==> config.mk <==
export PLATFORM = sky130hd
export DESIGN_NAME = snake_body_queue
export DESIGN_NICKNAME = d
export VERILOG_FILES = /design/src/rtl/snake_body_queue.sv
export SDC_FILE = /design/constraint.sdc
export NUM_CORES = 1
export LEC_CHECK = 0
export CORE_MARGIN = 2
export CORE_UTILIZATION = 45
export CTS_BUF_LIST = sky130_fd_sc_hd__clkbuf_8
export CTS_CLUSTER_DIAMETER = 150
export DETAILED_ROUTE_END_ITERATION = 6
export PLACE_DENSITY = 0.63
export SYNTH_ARGS = -nofsm -noshare
export SYNTH_HDL_FRONTEND = slang
export SYNTH_SLANG_ARGS = --single-unit
==> constraint.sdc <==
create_clock -name clk -period 8.5 [get_ports clk]
set_input_delay 1.7 -clock clk [delete_from_list [all_inputs] [get_ports clk]]
set_output_delay 1.7 -clock clk [all_outputs]
set_load 0.005 [all_outputs]
==> src/rtl/snake_body_queue.sv <==
// Snake segment list kept as a circular coordinate buffer; drives the snake_map step
// interface and decides game over from wall and self-hit checks.
//
// state | meaning
// IDLE  | waiting for start, body holds the single start cell
// RUN   | stepping on every tick
// DEAD  | collision seen; waiting for start to reinitialise
module snake_body_queue #(
  parameter int GRID_W  = 8,
  parameter int GRID_H  = 6,
  parameter int XW      = 3,
  parameter int YW      = 3,
  parameter int MAX_LEN = 16,
  parameter int LW      = 5,
  parameter int START_X = 2,
  parameter int START_Y = 2
) (
  input  logic             clk,
  input  logic             reset,
  input  logic             start,
  input  logic             tick,
  input  logic             eat,
  input  logic             dir_valid,
  input  logic [1:0]       dir_in,
  input  logic             self_hit_now,
  output logic             map_tick,
  output logic             map_eat,
  output logic [XW+YW-1:0] head_xy,
  output logic [XW+YW-1:0] tail_xy,
  output logic [XW-1:0]    next_x,
  output logic [YW-1:0]    next_y,
  output logic             will_pop,
  output logic [LW-1:0]    length,
  output logic             running,
  output logic             game_over
);

  localparam int PW = $clog2(MAX_LEN);
  localparam int CW = XW + YW;

  typedef enum logic [1:0] {IDLE, RUN, DEAD} state_t;

  state_t          state, state_nxt;
  logic [CW-1:0]   body [MAX_LEN];
  logic [PW-1:0]   rd_ptr, wr_ptr;
  logic [LW-1:0]   len;
  logic [1:0]      dir, pending_dir, step_dir;
  logic            dir_ok, wall_hit, in_run, step_ok, collide, reinit;
  logic [XW:0]     hx_w, nx_w;
  logic [YW:0]     hy_w, ny_w;

  assign in_run = (state == RUN);
  // a 180-degree request is judged against the committed direction, not the pending one
  assign dir_ok   = dir_valid && (dir_in != (dir ^ 2'd2));
  assign step_dir = dir_ok ? dir_in : pending_dir;

  assign head_xy = body[wr_ptr - PW'(1)];
  assign tail_xy = body[rd_ptr];
  assign hx_w    = {1'b0, head_xy[CW-1:YW]};
  assign hy_w    = {1'b0, head_xy[YW-1:0]};

  always_comb begin
    nx_w = hx_w;
    ny_w = hy_w;
    case (step_dir)
      2'd0: ny_w = hy_w - (YW+1)'(1);
      2'd1: nx_w = hx_w + (XW+1)'(1);
      2'd2: ny_w = hy_w + (YW+1)'(1);
      default: nx_w = hx_w - (XW+1)'(1);
    endcase
  end

  // a step below zero wraps to a large unsigned value, so one compare covers both edges
  assign wall_hit = (nx_w >= (XW+1)'(GRID_W)) || (ny_w >= (YW+1)'(GRID_H));
  assign next_x   = nx_w[XW-1:0];
  assign next_y   = ny_w[YW-1:0];

  assign map_eat   = eat && (len < LW'(MAX_LEN));
  assign will_pop  = ~map_eat;
  assign map_tick  = tick && in_run && !wall_hit;
  assign step_ok   = map_tick && !self_hit_now;
  assign collide   = tick && in_run && (wall_hit || self_hit_now);
  assign reinit    = start && (state == DEAD);
  assign length    = len;
  assign running   = in_run;
  assign game_over = (state == DEAD);

  always_comb begin
    state_nxt = state;
    case (state)
      IDLE:    if (start) state_nxt = RUN;
      RUN:     if (collide) state_nxt = DEAD;
      DEAD:    if (start) state_nxt = RUN;
      default: state_nxt = IDLE;
    endcase
  end

  always_ff @(posedge clk) begin
    if (reset) state <= IDLE;
    else       state <= state_nxt;
  end

  always_ff @(posedge clk) begin
    if (reset || reinit) begin
      body[0]     <= {XW'(START_X), YW'(START_Y)};
      rd_ptr      <= '0;
      wr_ptr      <= PW'(1);
      len         <= LW'(1);
      dir         <= 2'd1;
      pending_dir <= 2'd1;
    end else begin
      if (dir_ok) pending_dir <= dir_in;
      if (step_ok) begin
        body[wr_ptr] <= {next_x, next_y};
        wr_ptr       <= wr_ptr + PW'(1);
        dir          <= step_dir;
        pending_dir  <= step_dir;
        if (will_pop) rd_ptr <= rd_ptr + PW'(1);
        else          len    <= len + LW'(1);
      end
    end
  end

endmodule

-- After elaboration in Yosys (flattened, before gate mapping)
Memory sizes are Yosys's and may differ from the RTL's. A register that Yosys moved wholly into a read port is not among the register bits.
Index checks and enable logic that the tools add are counted.
Widths: inputs -> output; s select.
- bitwise operators: 2
- equal/unequal tests: 7
- reductions and logical operators: 20
- magnitude comparators: 3
- multiplexer cells: 16
- add/sub/neg operators: 8
- operators with widths (cell ; number):
    $pmux 4 s2 ; 2
    $mux 4 ; 3
    $add 3x1->4 const B ; 2
    $add 4x1->4 const B ; 2
    $sub 3x1->4 const B ; 2
    $logic_and 1x1->1 ; 7
    $mux 1 ; 6
    $mux 2 ; 3
    $mux 6 ; 1
    $reduce_and 2->1 ; 3
    $reduce_or 6->1 ; 1
    $add 5x1->5 const B ; 1
    $lt 5x5->1 const B ; 1
    $eq 2x1->1 const B ; 2
    $eq 2x2->1 const B ; 2
    $ge 4x3->1 const B ; 1
    $ge 4x4->1 const B ; 1
    $logic_not 2->1 ; 2
    $ne 2x1->1 const B ; 2
    $pmux 2 s2 ; 1
    $reduce_or 2->1 ; 2
    $sub 4x1->4 const B ; 1
    $logic_or 1x1->1 ; 3
    $logic_not 1->1 ; 2
    2 further kinds ; 3
- output and inout bits: 28
- memories: 1
- input port bits: 9
- register bits after elaboration: 19
- logic and storage cells: 63
- RAM bits: 96
- memories (name ; depth ; bits a word ; read ports ; clocked after memory_dff ; wr ports ; RTL line ; source):
    body ; 16 ; 6 ; 2 ; 1 ; 1 ; 44 ; logic [CW-1:0] body [MAX_LEN];

-- Logic depth before layout (Yosys ltp)
- depth after elaboration: 17
- depth in mapped cells: 19

-- Least setup slack after synthesis
OpenSTA, ideal clock, no wires.
- path type: input to output
- from: input dir_in[1]
- to: output map_tick
- data arrival time: 4.111 ns
- slack: 2.689 ns
- data required time: 6.800 ns
- stages: 12
- path through: xnor2_1 -> or3b_2 -> o211ai_1 -> nor2_1 -> xnor2_1 -> ha_1 -> o2111a_1 -> a32oi_1 -> o311ai_4 -> buf_6 -> buf_4 -> nor2_1
- cells in the longest elaborated chain, start to end: 10
- elaborated cells on any way between the ends: 14
- ends and longest elaborated chain (element ; RTL line ; source):
    start: declaration ; 24 ; input logic [1:0] dir_in,
    $ne 2x2->1 ; 54 ; assign dir_ok = dir_valid && (dir_in != (dir ^ 2'd2));
    $logic_and 1x1->1 ; 54 ;
    $mux 2 (*) ; -- ;
    $eq 2x2->1 / $logic_not 2->1 (equally long branches) ; 65 ; case (step_dir)
    $reduce_or 2->1 (no line) ; -- ;
    $pmux 4 s2 ; 65 ;
    $ge 4x4->1 ; 74 ; assign wall_hit = (nx_w >= (XW+1)'(GRID_W)) || (ny_w >= (YW+1)'(GRID_H));
    $logic_or 1x1->1 (*) ; 74 ;
    $logic_not 1->1 (*) ; 80 ; assign map_tick = tick && in_run && !wall_hit;
    $logic_and 1x1->1 (*) ; 80 ;
    end: declaration ; 26 ; output logic map_tick,
Mark *: on every way between the ends. The rest lies on a longest branch, timed or not.

-- Worst setup path after layout
Same ends and word-level chain as after synthesis.

==> results.md <==
- Outcome: complete, no violations
- DIE AREA: 15610 um2
- Worst path max stage delay: 0.52 ns
- Initial antenna violation count: 0
- VDD IR max: 0.09893 mV
- Maxcap violations: 0
- Final HPWL from detailed placement: 11320 um
- Largest net degree at the start of global routing: 54
- Initial DRC Count: 552
- Cells along the critical path: clkdlybuf4s50_1 > xnor2_1 > or3b_2 > o211ai_1 > nor2_1 > xnor2_1 > ha_1 > o2111a_1 > a32oi_1 > o311ai_4 > nor2_1 > clkdlybuf4s50_1
- Final setup TNS: 0 ns
- Top_reg_cell synth: edfxtp_1
- Slew of the pin with the lowest slew margin: 1.136 ns
- Setup bufs post-CTS: 0
- Drt pass-1 iters: 5
- Max Slew Vio Count: 0
- Asr flop ratio synth: 0%
- WL/cell: 22.98 um
- Distinct cells, synth: 58
- Final min period: 6.992 ns
- I/O pin total: 37
- Clk Latency, worst-skew pair: 0.45 ns
- Critical path type: input port to primary output
- Slew Limit Headroom: 23.46%
- Setup crit start kind: input port
- Final antenna-violating net count: 0
- Endpoint type of the worst setup path: primary output
- Share of cells above drive strength 1: 22.24%
- Ys Warns: 0
- Worst path slowest cell: clkdlybuf4s50_1
- Post-cts sizing count: 0
- N_diodes: 0
- Commonest non-fill, non-tap cell in the layout: edfxtp_1
- Clock share of power: 34.0%
- WP buf/inv: 2
- CP arrival: 5.29 ns
- CTS Buf Count: 17
- Power density cells: 165.0 nW/um2
- Synth Cell Area: 6583 um2
- Power, Total: 0.001230 W
- Max Buffers Root-to-Sink: 2
- F_max: 0.1430 GHz
- Flop pwr share: 51.2%
- Row Count: 44
- Number of remaining DRC errors: 0
- Nets: 539
- Syn Inst Count: 480
- Internal Power: 0.0009217 W
- Fin crit share: 82.26%
- Vias: 4477
- Final WL: 16520 um
- EDFF count, synth: 96
- Leakage power: 2.503 nW
- Final setup viols: 0
- NetSw: 0.0003085 W
- Crit Path Max Fanout: 26
- H-Tree Depth: 4
- Post-Syn Area per Cell: 13.71 um2
- CTS tree: done
- CTS Root Cell: clkbuf_8
- Gp weighted congestion: 0.8299
- Comb pwr share: 14.8%
- Die Span Y: 124.9 um
- All-Layer GR Usage: 22.20%
- Initial core utilization: 45.64%
- WP data required: 6.80 ns
- Post-CTS Hold Fix Bufs: 0
- Area growth syn-to-layout: 13.29%
- Vias per cell: 6.227
- Type of the most critical hold path: flip-flop to flip-flop
- Layout Skew: 0.008575 ns
- First-pass GRT wire length: 25980 um
- Core area: 14420 um2
- Post-placement worst setup slack: 1.552 ns
- #FFs+latches synth: 119
- RSZ-0062 raised after global routing: no
- Total gr overflow: 0
- Most frequent cells in the layout: 96 x edfxtp_1, 48 x mux4_2, 36 x clkdlybuf4s50_1
- Clock transition at path regs: 0.06 ns
- Port Buffers: 36
- Syn_nets: 495
- Final worst slack: 1.508 ns
- Share of the yosys chip area belonging to registers: 50.79%
- TritonCTS Sinks: 119
- Critical path's top delay family: compound AO/OA/AOI/OAI gates
- Die width: 124.9 um
- Switch share: 25.08%
- Vias in the first global route: 4519
- Final hold violation count: 0
==> power by group through the flow <==
stage | clock (W) | combinational [W] | sequential [W]
6_report | 0.000419 | 0.000182 | 0.000630
5_1_grt | 0.000453 | 0.000197 | 0.000630
4_1_cts | 0.000427 | 0.000182 | 0.000630
3_5_place_dp | 0 | 0.000181 | 0.000642
3_3_place_gp | 0 | 0.000178 | 0.000642
2_1_floorplan | 0 | 0.000120 | 0.000641
==> through the flow <==
| step | cells | area [um2] | hold slack, ns | util, % |
|---|---|---|---|---|
| floorplan | 480 | 6583 | 0.4529 | - |
| global placement | 689 | 7146 | 0.4644 | 49.54 |
| detailed placement | 689 | 7146 | 0.4763 | 49.54 |
| CTS | 719 | 7457 | 0.4919 | 51.70 |
| global route | 719 | 7457 | 0.5194 | 51.70 |
| finish | 719 | 7457 | 0.4863 | 51.70 |
==> final cells by class <==
cell class              count  area [um2]
multi-input cells         320        3012
clock inverters            13       77.57
flip-flops and latches    119        3344
inverters                   7       26.28
well taps                 184       230.2
repair buffers             59       533.0
clock buffers              17       234.0
fillers                  1181        6967
==> cell usage after synthesis, types with 7 or more instances <==
master	number	share of area, %
nor3b_1	11	1.3
edfxtp_1	96	44
nor4_1	17	1.6
clkbuf_1	14	0.80
nand3_1	19	1.4
nor2_1	15	0.86
or4_1	9	1.0
o31ai_1	12	1.4
dfxtp_1	23	7.0
buf_6	8	1.4
mux2_2	9	1.5
mux4_2	48	16
nand4_1	7	0.67
nor3_1	8	0.61
mux2i_1	26	4.0
nand2_1	34	1.9
a21oi_1	20	1.5
o211ai_1	7	0.80
buf_2	7	0.53
==> per-layer routing <==
metal  vias up  global-route usage, %  share of wire [%]
met5         -                      0                  0
met4         0                  10.20                3.3
met2       174                  35.45                 48
met3        40                  4.365                6.8
met1      2227                  29.67                 42
li1       2036                      -                  -
==> flip-flops by register name, indices dropped and copies added, names as in the netlist, named ones only <==
signal,cells
body,96
length,5
rd_ptr,4
wr_ptr,4
dir,2
pending_dir,2
state,2
==> path summary, 6_finish.rpt <==
path / startpoint / to / slack (ns) / cells past startpoint
max reg2reg: wr_ptr[1] / body[0][5] / 2.78 / 12
min: length[4] / length[4] / 0.49 / 1
max: dir_in[1] / map_tick / 1.51 / 12
min reg2reg: length[4] / length[4] / 0.49 / 1
==> logic make-up (layout without fill, tap and decap cells) <==
family	Yosys count	count (layout)	synth area share (%)
AO/OA/AOI/OAI	70	70	7.603
XOR/XNOR	9	9	1.768
adder cells (fa/ha/maj)	6	6	1.140
buffers and inverters	41	96	3.497
flip-flops	119	119	50.79
multiplexers	87	87	22.68
AND/OR/NAND/NOR	148	148	12.53
==> worst register-to-register path, cell delays in order, from the launching register on <==
cell and delay [ns]:
dfxtp_1 0.49, inv_1 0.10, ha_2 0.87, mux2i_1 0.18
mux4_2 0.55, mux2i_1 0.45, xnor2_1 0.14, ha_1 0.31
o2111a_1 0.20, a32oi_1 0.35, o311a_2 0.36, nand2_2 0.31
o21ai_0 1.02
(Power assumes the default switching activity.)
